[config.mk]
export PLATFORM = sky130hd
export DESIGN_NAME = fib_req_sequencer
export DESIGN_NICKNAME = d
export VERILOG_FILES = /design/src/rtl/fib_req_sequencer.sv
export SDC_FILE = /design/constraint.sdc
export NUM_CORES = 1
export LEC_CHECK = 0
export CAP_MARGIN = 20
export CORE_MARGIN = 4
export CORE_UTILIZATION = 30
export CTS_CLUSTER_DIAMETER = 50
export DETAILED_ROUTE_END_ITERATION = 10
export PLACE_DENSITY_LB_ADDON = 0.15
export SYNTH_ARGS = -nofsm -noshare
export SYNTH_HDL_FRONTEND = slang
export SYNTH_SLANG_ARGS = --single-unit
[constraint.sdc]
create_clock -name clk -period 2.5 [get_ports clk]
set_input_delay 0.5 -clock clk [delete_from_list [all_inputs] [get_ports clk]]
set_output_delay 0.5 -clock clk [all_outputs]
set_load 0.02 [all_outputs]
[src/rtl/fib_req_sequencer.sv]
// -----------------------------------------------------------------------------
// fib_req_sequencer
//
// Command stage in front of the fib calculator. It takes n values from a
// valid/ready request channel and runs one fib go/n transaction at a time. Each
// outcome (result, overflow, or timeout) goes into a small response FIFO,
// tagged with a wrapping 8-bit sequence number. The FIFO drains over a
// valid/ready response channel.
//
// Ports
//   clk           clock
//   rst           asynchronous reset, active-low
//   req_valid     in   request present
//   req_ready     out  request accepted when req_valid && req_ready
//   req_n         in   requested n
//   fib_go        out  single-cycle go pulse to fib
//   fib_n         out  n to fib; holds from request handshake to next handshake
//   fib_result    in   fib result
//   fib_overflow  in   fib overflow
//   fib_done      in   fib done
//   rsp_valid     out  response FIFO non-empty
//   rsp_ready     in   response consumed when rsp_valid && rsp_ready
//   rsp_result    out  head result (0 on timeout)
//   rsp_overflow  out  head overflow flag
//   rsp_timeout   out  head timed out
//   rsp_tag       out  head sequence number (wraps 255 -> 0)
// -----------------------------------------------------------------------------
module fib_req_sequencer #(
  parameter int INPUT_WIDTH    = 6,
  parameter int OUTPUT_WIDTH   = 32,
  parameter int RSP_DEPTH      = 4,
  parameter int TIMEOUT_CYCLES = 1024
) (
  input  logic                    clk,
  input  logic                    rst,
  input  logic                    req_valid,
  output logic                    req_ready,
  input  logic [INPUT_WIDTH-1:0]  req_n,
  output logic                    fib_go,
  output logic [INPUT_WIDTH-1:0]  fib_n,
  input  logic [OUTPUT_WIDTH-1:0] fib_result,
  input  logic                    fib_overflow,
  input  logic                    fib_done,
  output logic                    rsp_valid,
  input  logic                    rsp_ready,
  output logic [OUTPUT_WIDTH-1:0] rsp_result,
  output logic                    rsp_overflow,
  output logic                    rsp_timeout,
  output logic [7:0]              rsp_tag
);

  // Count must represent 0..RSP_DEPTH inclusive.
  localparam int CNT_W = $clog2(RSP_DEPTH + 1);
  localparam int TMR_W = $clog2(TIMEOUT_CYCLES);
  localparam logic [CNT_W-1:0] DEPTH_C  = CNT_W'(RSP_DEPTH);
  localparam logic [TMR_W-1:0] TMR_LAST = TMR_W'(TIMEOUT_CYCLES - 1);

  typedef enum logic [2:0] {
    S_IDLE,
    S_ISSUE,
    S_ARM,
    S_WAIT,
    S_CAPTURE
  } state_t;

  typedef struct packed {
    logic [7:0]              tag;
    logic [OUTPUT_WIDTH-1:0] result;
    logic                    overflow;
    logic                    timeout;
  } entry_t;

  // Control path state
  state_t                  state_q, state_d;
  logic [INPUT_WIDTH-1:0]  fib_n_q, fib_n_d;
  logic                    go_q, go_d;
  logic                    req_ready_q, req_ready_d;
  logic [TMR_W-1:0]        timer_q, timer_d;
  logic [OUTPUT_WIDTH-1:0] res_q, res_d;
  logic                    ovf_q, ovf_d;
  logic                    to_q, to_d;
  logic [7:0]              tag_q, tag_d;

  // Response FIFO state
  entry_t                  entry_q [RSP_DEPTH];
  entry_t                  entry_d [RSP_DEPTH];
  logic [CNT_W-1:0]        count_q, count_d;
  logic                    rsp_valid_q, rsp_valid_d;

  logic                    req_fire;
  logic                    push;
  logic                    pop;
  entry_t                  push_entry;
  logic [CNT_W-1:0]        wr_idx;

  // req_ready_q is only ever 1 while in IDLE, so a handshake implies IDLE.
  assign req_fire = req_valid && req_ready_q && (state_q == S_IDLE);
  assign pop      = rsp_valid_q && rsp_ready;

  // ---------------------------------------------------------------------------
  // FSM next-state and datapath
  // ---------------------------------------------------------------------------
  always_comb begin : fsm_comb
    state_d = state_q;
    fib_n_d = fib_n_q;
    timer_d = timer_q;
    res_d   = res_q;
    ovf_d   = ovf_q;
    to_d    = to_q;
    tag_d   = tag_q;
    push    = 1'b0;

    case (state_q)
      S_IDLE: begin
        if (req_fire) begin
          fib_n_d = req_n;
          state_d = S_ISSUE;
        end
      end
      S_ISSUE: begin
        state_d = S_ARM;
      end
      S_ARM: begin
        // fib_done may still show the previous transaction here; it is only
        // cleared by fib one cycle after go, so it is not looked at yet.
        timer_d = '0;
        state_d = S_WAIT;
      end
      S_WAIT: begin
        if (fib_done) begin
          res_d   = fib_result;
          ovf_d   = fib_overflow;
          to_d    = 1'b0;
          state_d = S_CAPTURE;
        end else if (timer_q == TMR_LAST) begin
          res_d   = '0;
          ovf_d   = 1'b0;
          to_d    = 1'b1;
          state_d = S_CAPTURE;
        end else begin
          timer_d = timer_q + TMR_W'(1);
        end
      end
      S_CAPTURE: begin
        push    = 1'b1;
        tag_d   = tag_q + 8'd1;
        state_d = S_IDLE;
      end
      default: begin
        state_d = S_IDLE;
      end
    endcase
  end

  // Outputs are registered from the next state so they come straight off flops
  // and read 0 during reset.
  always_comb begin : out_comb
    go_d        = (state_d == S_ISSUE);
    req_ready_d = (state_d == S_IDLE) && (count_d < DEPTH_C);
  end

  // ---------------------------------------------------------------------------
  // Response FIFO: shift-register organisation, entry 0 is always the head, so
  // the response outputs are taken directly from flops (show-ahead).
  // ---------------------------------------------------------------------------
  always_comb begin : fifo_comb
    push_entry          = '0;
    push_entry.tag      = tag_q;
    push_entry.result   = res_q;
    push_entry.overflow = ovf_q;
    push_entry.timeout  = to_q;

    entry_d = entry_q;
    // When popping, everything shifts down one, so the free slot is one lower.
    wr_idx  = pop ? (count_q - CNT_W'(1)) : count_q;

    if (pop) begin
      for (int i = 0; i < RSP_DEPTH - 1; i++) begin
        entry_d[i] = entry_q[i+1];
      end
      entry_d[RSP_DEPTH-1] = '0;
    end

    if (push) begin
      for (int i = 0; i < RSP_DEPTH; i++) begin
        if (int'(wr_idx) == i) begin
          entry_d[i] = push_entry;
        end
      end
    end

    count_d     = count_q + CNT_W'(push) - CNT_W'(pop);
    rsp_valid_d = (count_d != '0);
  end

  // ---------------------------------------------------------------------------
  // Registers
  // ---------------------------------------------------------------------------
  always_ff @(posedge clk or negedge rst) begin
    if (!rst) begin
      state_q     <= S_IDLE;
      fib_n_q     <= '0;
      go_q        <= 1'b0;
      req_ready_q <= 1'b0;
      timer_q     <= '0;
      res_q       <= '0;
      ovf_q       <= 1'b0;
      to_q        <= 1'b0;
      tag_q       <= '0;
      count_q     <= '0;
      rsp_valid_q <= 1'b0;
      for (int i = 0; i < RSP_DEPTH; i++) begin
        entry_q[i] <= '0;
      end
    end else begin
      state_q     <= state_d;
      fib_n_q     <= fib_n_d;
      go_q        <= go_d;
      req_ready_q <= req_ready_d;
      timer_q     <= timer_d;
      res_q       <= res_d;
      ovf_q       <= ovf_d;
      to_q        <= to_d;
      tag_q       <= tag_d;
      count_q     <= count_d;
      rsp_valid_q <= rsp_valid_d;
      for (int i = 0; i < RSP_DEPTH; i++) begin
        entry_q[i] <= entry_d[i];
      end
    end
  end

  assign req_ready    = req_ready_q;
  assign fib_go       = go_q;
  assign fib_n        = fib_n_q;
  assign rsp_valid    = rsp_valid_q;
  assign rsp_result   = entry_q[0].result;
  assign rsp_overflow = entry_q[0].overflow;
  assign rsp_timeout  = entry_q[0].timeout;
  assign rsp_tag      = entry_q[0].tag;

  // Only one transaction is outstanding and req_ready accounts for FIFO
  // occupancy, so neither of these can happen.
  a_no_push_full: assert property (@(posedge clk) disable iff (!rst)
    (push && !pop) |-> (count_q != DEPTH_C));
  a_no_pop_empty: assert property (@(posedge clk) disable iff (!rst)
    pop |-> (count_q != '0));

endmodule
[Word-level counts from Yosys, hierarchy flattened]
Index checks and enable logic that the tools add are counted.
Storage, ports and cells
  flip-flop bits (word level): 235
  output and inout port bits: 51
  bits of input ports: 44
  latch bits: 0
  bits in read-only memories: 0
  memories: 0
  RAM bits: 0
Cells by class
  shift-type cells: 0
  div/mod/pow operators: 0
  multiply operators: 0
  reductions and logical operators: 13
  $lt $le $gt $ge: 1
  muxes and demuxes: 21
  add/subtract/negate cells: 5
  equal/unequal tests: 11
  bitwise operators: 0
Operator list (count)
  168-bit two-way mux: 2
  42-bit two-way mux: 4
  32-bit two-way mux: 2
  10-bit two-way mux: 2
  10-bit one-hot mux with 2 select lines: 1
  3-bit two-way mux: 4
  3-bit one-hot mux with 4 select lines: 1
  10-bit by 1-bit adder with 10-bit output (second input constant): 1
  10-bit equality test (second input constant): 1
  3-bit by 2-bit equality test with 1-bit output (second input constant): 3
  3-bit equality test (second input constant): 3
  3-bit logical NOT: 3
  8-bit by 1-bit adder with 8-bit output (second input constant): 1
  3-bit by 1-bit equality test with 1-bit output (second input constant): 2
  1-bit two-way mux: 5
  1-bit logical AND: 4
  2-bit != test (second input constant): 2
  2-bit AND reduction: 2
  2-bit nonzero test: 2
  3-bit by 1-bit adder with 3-bit output: 1
  3-bit less-than comparator (second input constant): 1
  3-bit AND reduction: 1
  3-bit nonzero test: 1
  3-bit by 1-bit subtractor with 3-bit output: 1
  3-bit by 1-bit subtractor with 3-bit output (second input constant): 1

[Longest topological paths before layout]
Gate-level depths: netlist (run 1).
  word-level depth: 6
  depth in mapped cells: 12
  depth with buffers taken out: 10

[Worst setup path after synthesis (run 1)]
OpenSTA, ideal clock, no wires.
  path type: reg2reg
  start: register rsp_valid_q (netlist: rsp_valid)
  end: register rsp_valid_q (netlist: rsp_valid)
  path slack: -249 ps
  stages on the path, launching flop included: 13
  path buffers: 2
  setup time: 131 ps
  required time: 2369 ps
  data arrival time: 2617 ps
  cells stage by stage: dfrtp_1 nand2_1 inv_2 buf_2 buf_2 ha_1 inv_1 ha_1 inv_1 fa_1 xnor2_1 xnor2_1 or3_1
On the way
  longest elaborated chain between the ends: 3
RTL lines
  from (decl): line 88  | logic rsp_valid_q, rsp_valid_d;
  from (signal assigned): line 226  | rsp_valid_q <= rsp_valid_d;
  1-bit logical AND: line 98  | assign pop = rsp_valid_q && rsp_ready;
  3-bit by 1-bit subtractor with 3-bit output: line 192  | count_d = count_q + CNT_W'(push) - CNT_W'(pop);
  via count_d[2]: line 87  | logic [CNT_W-1:0] count_q, count_d;
  3-bit nonzero test: line 193  | rsp_valid_d = (count_d != '0);
  via rsp_valid_d: line 88
The timed path passes the listed nets, and every way through them passes these cells.
A chain may end at the register's enable or synchronous reset.

[Final worst setup path (run 1)]
  start: register state_q[1]
  end: register rsp_valid_q (netlist: rsp_valid)
On the way
  longest elaborated chain between the ends: 5
RTL lines
  from (decl): line 74  | state_t state_q, state_d;
  from (signal assigned): line 216  | state_q <= state_d;
  3-bit equality test: line 113  | case (state_q)
  1-bit two-way mux: line 113
  3-bit by 1-bit adder with 3-bit output: line 192
  3-bit by 1-bit subtractor with 3-bit output: line 192
  via count_d[2]: line 87
  3-bit nonzero test: line 193
  via rsp_valid_d: line 88
The timed path passes the listed nets, and every way through them passes these cells.

==> run_results.csv, run 1 <==
group,metric,value,unit
status,status,"finished clean",
placed_design,dp.cells,1351,
synthesis,synth-edff-count,0,
synthesis,postSynthCellCount,846,
synthesis,synth-main-ff-cell,"dfrtp_1",
cells_and_area,diodes,0,
critical_path,cp_max_fo,5,
timing,hold_violations,0,
die,die_area,39400,um2
die,start_util,30.5,%
clock_network,worstSkewPairLatency,0.51,ns
synthesis,ys_warn_count,0,
clock_network,cts-root-buf,"clkbuf_16",
grt,grt_pass1_vias,7042,
hold_path,hold_start,"res_q[26]",
hold_path,hold_path.class,"reg -> reg",
synthesis,yosysSeqAreaShare,54.0,%
critical_path,crit_family,"adder cells",
cells_and_area,fin_util,37.7,%
detailed_routing,wirelength,24500,um
timing,fin_skew,0.0180,ns
clock_network,numCtsBuffers,35,
cells_and_area,area_growth,23.4,%
timing,setup_ws,0.182,ns
critical_path,worstPathArrival,2.68,ns
critical_path,rr_worst_depth,10,
timing,tightest_slew,0.981,ns
detailed_routing,ant_nets,0,
timing,grt_setup_unrepaired,"false",
die,dieHeight,199,um
critical_path,critPathBufInv,3,
critical_path,crit_type,"reg -> reg",
critical_path,crit_chain,"nor3b_4 > inv_2 > ha_1 > inv_1 > ha_1 > inv_1 > fa_1 > xnor2_1 > xnor2_1 > or3_1",
grt,antenna_found_initial,0,
die,ioPinCount,95,
clock_network,clock_sinks,235,
grt,grt_first_pass_wirelength,40000,um
synthesis,synth_area_leaders,"dfrtp_1 (54%), mux2i_1 (27%), buf_4 (2.8%)",
detailed_routing,first_iter_violations,337,
run,maxCapViolations,0,
detailed_routing,drt_pass1_iterations,4,
synthesis,yosysTopAreaCell,"dfrtp_1",
die,die_w,199,um
timing,slew_headroom,34.6,%
hold_path,hold_end,"res_q[26]",
critical_path,critPathMaxStageDelay,0.43,ns
cells_and_area,nNetsFinal,978,
critical_path,reg2reg_setup_slack,0.18,ns
synthesis,synth_cell_types,42,
synthesis,synth.cell_area,10900,um2
clock_network,clk_pin_slew_worst_paths,0.05,ns
timing,setup_viol,0,
clock_network,cts_buffer_depth,3,
synthesis,synthArstFlopShare,100,%
synthesis,netlist.area_leader.share,54.0,%
critical_path,reg2reg_to,"rsp_valid",
synthesis,ys_ff_latch,235,
grt,overflow,0,
detailed_routing,drc,0,
detailed_routing,vias_per_cell,4.55,
cells_and_area,layoutNonFillerInstCount,1414,
grt,grt_start_max_net_pins,126,
synthesis,syn_avg_cell_area,12.9,um2
clock_network,htree_levels,2,
hold_path,min_path_cells,1,
timing,maxSlewViolCount,0,
cells_and_area,fill_cells,3445,
synthesis,synthesis.nets,896,
placed_design,place_ws,-0.201,ns
clock_network,cts_tree,"done",
power,p_leak,5.91,nW
critical_path,worst_setup_path_end_kind,"flip-flop",
detailed_routing,via_count,6438,
placed_design,dp_hpwl,14900,um
detailed_routing,wl_per_cell,17.3,um
placed_design,portBuffers,94,
critical_path,cp_slowest_cell,"dfrtp_1",
critical_path,required,2.87,ns
die,rows,69,
clock_network,post_cts_resize_count,0,
power,peakVddDrop,591,uV
cells_and_area,drive_gt1_share,11.6,%
timing,fin_crit,2.32,ns
power,p_per_area,907,nW/um2
critical_path,start_kind,"flip-flop",
placed_design,gp_congestion,0.721,
die,core,35700,um2
timing,max_freq,431,MHz
grt,grt.total_usage,12.6,%
critical_path,r2r-start,"state_q[1]",
timing,post-route-period-util,92.7,%
## kinds of logic after synthesis
group                    count (synthesis)  share of synthesized area [%]
AO/OA/AOI/OAI                           60                           4.33
buffers and inverters                  138                           7.54
AND/OR/NAND/NOR                         94                           4.68
multiplexers                           301                           27.7
adder cells (fa/ha/maj)                  6                          0.758
flip-flops                             235                           54.0
XOR/XNOR                                12                          0.965
## state kept, by name, indices dropped and copies added (netlist names)
name and cells:
entry_q 126, res_q 32, rsp_result 32, timer_q 10, rsp_tag 8, tag_q 8
fib_n 6, count_q 3, state_q 3, fib_go 1, ovf_q 1, req_ready 1
rsp_overflow 1, rsp_timeout 1, rsp_valid 1, to_q 1
## Yosys cell counts (all sizes together) (2+ instances only)
cell type and instances:
nor2 6, nand3 7, or3 4, o21ai 8
xnor2 12, mux2i 295, nand4 4, clkbuf 8
a22o 33, o211ai 2, buf 75, ha 5
a32oi 2, inv 55, a21oi 7, nand2 52
o31ai 3, nor3b 2, mux2 6, dfrtp 235
nor3 8, and3 3
## per-layer routing
layer / share of wire, % / GRT usage [%] / vias up / wire [um]
met5: 0 / 0 / - / 0
met4: 1.7 / 3.19 / 0 / 410
met3: 4.5 / 2.79 / 32 / 1100
met2: 44 / 19.0 / 99 / 10700
met1: 50 / 18.5 / 3190 / 12300
li1: - / - / 3117 / -
## per-stage QoR
stage               hold WS [ns]  total power (W)  setup TNS (ns)  area [um2]
floorplan                  0.204          0.00651               0       10900
global placement           0.451          0.00744           -4.57       12300
detailed placement         0.450          0.00745           -7.10       12300
CTS                        0.506           0.0124               0       13400
global route               0.510           0.0129               0       13400
finish                     0.499           0.0122               0       13400
## repair_timing
item	CTS	global route
hold buffers	1	0
setup buffers	0	0
endpoints found under the hold margin	42	0
endpoints found under the setup margin	0	0
## final cells by class
type / count / area (um2) / share of cell area, %
multi-input cells: 473 / 4200 / 31.2
clock inverters: 16 / 183 / 1.36
clock buffers: 46 / 967 / 7.20
repair buffers: 128 / 1420 / 10.5
flip-flops and latches: 235 / 5880 / 43.8
well taps: 461 / 577 / 4.29
inverters: 55 / 211 / 1.57
## where the power goes
part / switching, W / internal (W)
sequential: 0.000346 / 0.00434
combinational: 0.00150 / 0.00116
clock: 0.00180 / 0.00305
## cell usage in the layout, fill, tap and decap left out, types with 6 or more instances in the layout
master           count
buf_12              17
inv_1               53
nor2_1               6
clkdlybuf4s50_1     93
nand3_1              7
mux2_2               6
dfrtp_1            234
clkbuf_1             6
clkbuf_16           35
nand2_1             51
buf_4               16
xnor2_1             12
a21oi_1              7
mux2i_1            295
a22o_1              33
o21ai_0              8
## worst max-delay path by stage
stage,startpoint,endpoint,cells past startpoint
detailed placement,rsp_ready,rsp_valid,11
global placement,rsp_ready,rsp_valid,11
floorplan,rsp_ready,rsp_valid,12
global route,state_q[1],rsp_valid,10
finish,state_q[1],rsp_valid,10
CTS,state_q[1],rsp_valid,10
Note: power is estimated with default switching activity, not from simulation.
==> run 2, diff against run 1 <==
Settings changed: CAP_MARGIN 20 to 40.
==> results of run 2 <==
Same layout as run 1: the final DEF is identical, and so are final timing and power.
==> run 3, diff against run 2 <==
Settings changed: REMOVE_ABC_BUFFERS from default to 1.
==> run 3 against run 2 <==
- combinational power about the same
- register-to-register slack about the same
- routed wire length fell by 0.75%
- non-clock buffer count shrank 4
- worst setup slack lost 0.0097 ns
- largest cell class unchanged
- global-route usage hardly changed
- clock-buffer cell count rose by 1
- fmax shrank 0.42%
- worst hold slack is essentially flat
- first-iteration DRC count down 31%
- critical path depth did not move
==> run_results.csv, run 3 (same netlist as run 1, synthesis figures left out) <==
group,metric,value,unit
critical_path,crit_chain,"nor3b_4 > inv_2 > ha_1 > inv_1 > ha_1 > inv_1 > fa_1 > xnor2_1 > xnor2_1 > or3_1",
die,ioPinCount,95,
placed_design,place_ws,-0.208,ns
timing,setup_ws,0.173,ns
placed_design,dp_hpwl,14600,um
critical_path,worstPathArrival,2.70,ns
clock_network,clock_sinks,235,
clock_network,cts_buffer_depth,3,
critical_path,start_kind,"flip-flop",
die,core,35700,um2
critical_path,r2r-start,"state_q[1]",
placed_design,gp_congestion,0.695,
detailed_routing,wl_per_cell,17.2,um
die,start_util,30.5,%
cells_and_area,multiInputGateArea,4190,um2
timing,post-route-period-util,93.1,%
clock_network,htree_levels,2,
timing,slew_headroom,49.6,%
placed_design,portBuffers,94,
clock_network,clk_pin_slew_worst_paths,0.05,ns
critical_path,cp_max_fo,5,
detailed_routing,via_count,6464,
critical_path,critPathMaxStageDelay,0.44,ns
grt,antenna_found_initial,0,
hold_path,hold_path.class,"reg -> reg",
detailed_routing,wirelength,24300,um
grt,grt_start_max_net_pins,66,
cells_and_area,nNetsFinal,975,
timing,maxSlewViolCount,0,
timing,fin_crit,2.33,ns
hold_path,hold_start,"res_q[27]",
power,peakVddDrop,664,uV
grt,grt_first_pass_wirelength,40100,um
grt,grt.total_usage,12.6,%
die,dieHeight,199,um
critical_path,cp_slowest_cell,"dfrtp_1",
detailed_routing,ant_nets,0,
cells_and_area,diodes,0,
critical_path,reg2reg_setup_slack,0.17,ns
timing,hold_violations,0,
cells_and_area,largest_reg_flops,126,
timing,fin_skew,0.0134,ns
cells_and_area,layout_commonest_cell,"mux2i_1",
timing,grt_setup_unrepaired,"false",
power,p_per_area,946,nW/um2
critical_path,worst_setup_path_end_kind,"flip-flop",
timing,tightest_slew,0.750,ns
status,status,"finished clean",
run,maxCapViolations,0,
critical_path,required,2.88,ns
clock_network,post_cts_resize_count,0,
cells_and_area,fin_util,38.1,%
die,die_w,199,um
die,rows,69,
detailed_routing,first_iter_violations,233,
timing,setup_viol,0,
die,die_area,39400,um2
critical_path,crit_type,"reg -> reg",
clock_network,cts_tree,"done",
cells_and_area,top_register,"entry_q",
hold_path,hold_end,"res_q[27]",
power,p_leak,5.97,nW
cells_and_area,area_growth,24.8,%
grt,overflow,0,
detailed_routing,drc,0,
clock_network,cts-root-buf,"clkbuf_16",
timing,fin_tns_setup,0,ns
cells_and_area,drive_gt1_share,11.2,%
detailed_routing,vias_per_cell,4.58,
critical_path,critical_path.startpoint,"state_q[1]",
detailed_routing,drt_pass1_iterations,4,
clock_network,numCtsBuffers,36,
critical_path,reg2reg_to,"rsp_valid",
clock_network,worstSkewPairLatency,0.50,ns
cells_and_area,fill_cells,3390,
critical_path,rr_worst_depth,10,
timing,max_freq,430,MHz
cells_and_area,mostFrequentLayoutCells,"mux2i_1 (295), dfrtp_1 (235), clkdlybuf4s50_1 (93), inv_1 (53), nand2_1 (51)",
power,p_total,0.0129,W
grt,grt_pass1_vias,7101,
cells_and_area,seqCellArea,5880,um2
hold_path,min_path_cells,1,
## run 3: per-stage QoR
step           hold slack [ns]  instance area [um2]  cells
6_report                 0.500                13600   1411
5_1_grt                  0.515                13600   1411
4_1_cts                  0.507                13600   1411
3_5_place_dp             0.491                12300   1347
3_3_place_gp             0.488                12300   1347
2_1_floorplan            0.204                10300    763
## run 3: layout make-up
cell class / instances / share of cell area, %
timing repair buffer: 124 / 10.4
inverter: 55 / 1.56
multi-input combinational: 473 / 30.8
tap: 461 / 4.24
clock inverter: 16 / 2.41
sequential: 235 / 43.3
clock buffer: 47 / 7.31
## run 3: layer usage
layer / wire, um / part of all wire (%) / vias up / GRT usage, %
met3: 1420 / 5.8 / 38 / 3.24
met5: 0 / 0 / - / 0
met2: 11000 / 45 / 109 / 20.0
met4: 415 / 1.7 / 0 / 3.17
li1: - / - / 3079 / -
met1: 11500 / 47 / 3238 / 17.4
## run 3: how the worst max path moves through the flow
stage	cells after the start	slack, ns	endpoint
global placement	11	-0.18	rsp_valid
finish	10	0.17	rsp_valid
floorplan	5	-3.45	entry_q[100]
detailed placement	11	-0.21	rsp_valid
CTS	10	0.15	rsp_valid
global route	10	0.04	rsp_valid
## run 3: power breakdown
part	switching (W)	leakage, nW	internal (W)
registers	0.000342	3.20	0.00433
clock network	0.00180	0.630	0.00373
logic	0.00149	2.14	0.00116
## run 3: repair_timing
| item | CTS | global route |
|---|---|---|
| hold buffers | 1 | 0 |
| hold endpoints to repair | 53 | 0 |
| buffers inserted | 0 | 0 |
## run 3: worst max-delay path, delay by kind of cell (launching register included)
kind | cells | cell delay (ns)
xor gates and xnor gates | 2 | 0.28
adders and majority gates | 3 | 0.76
buffers and inverters | 3 | 0.17
DFF | 1 | 0.44
and+or+nand+nor | 2 | 0.55
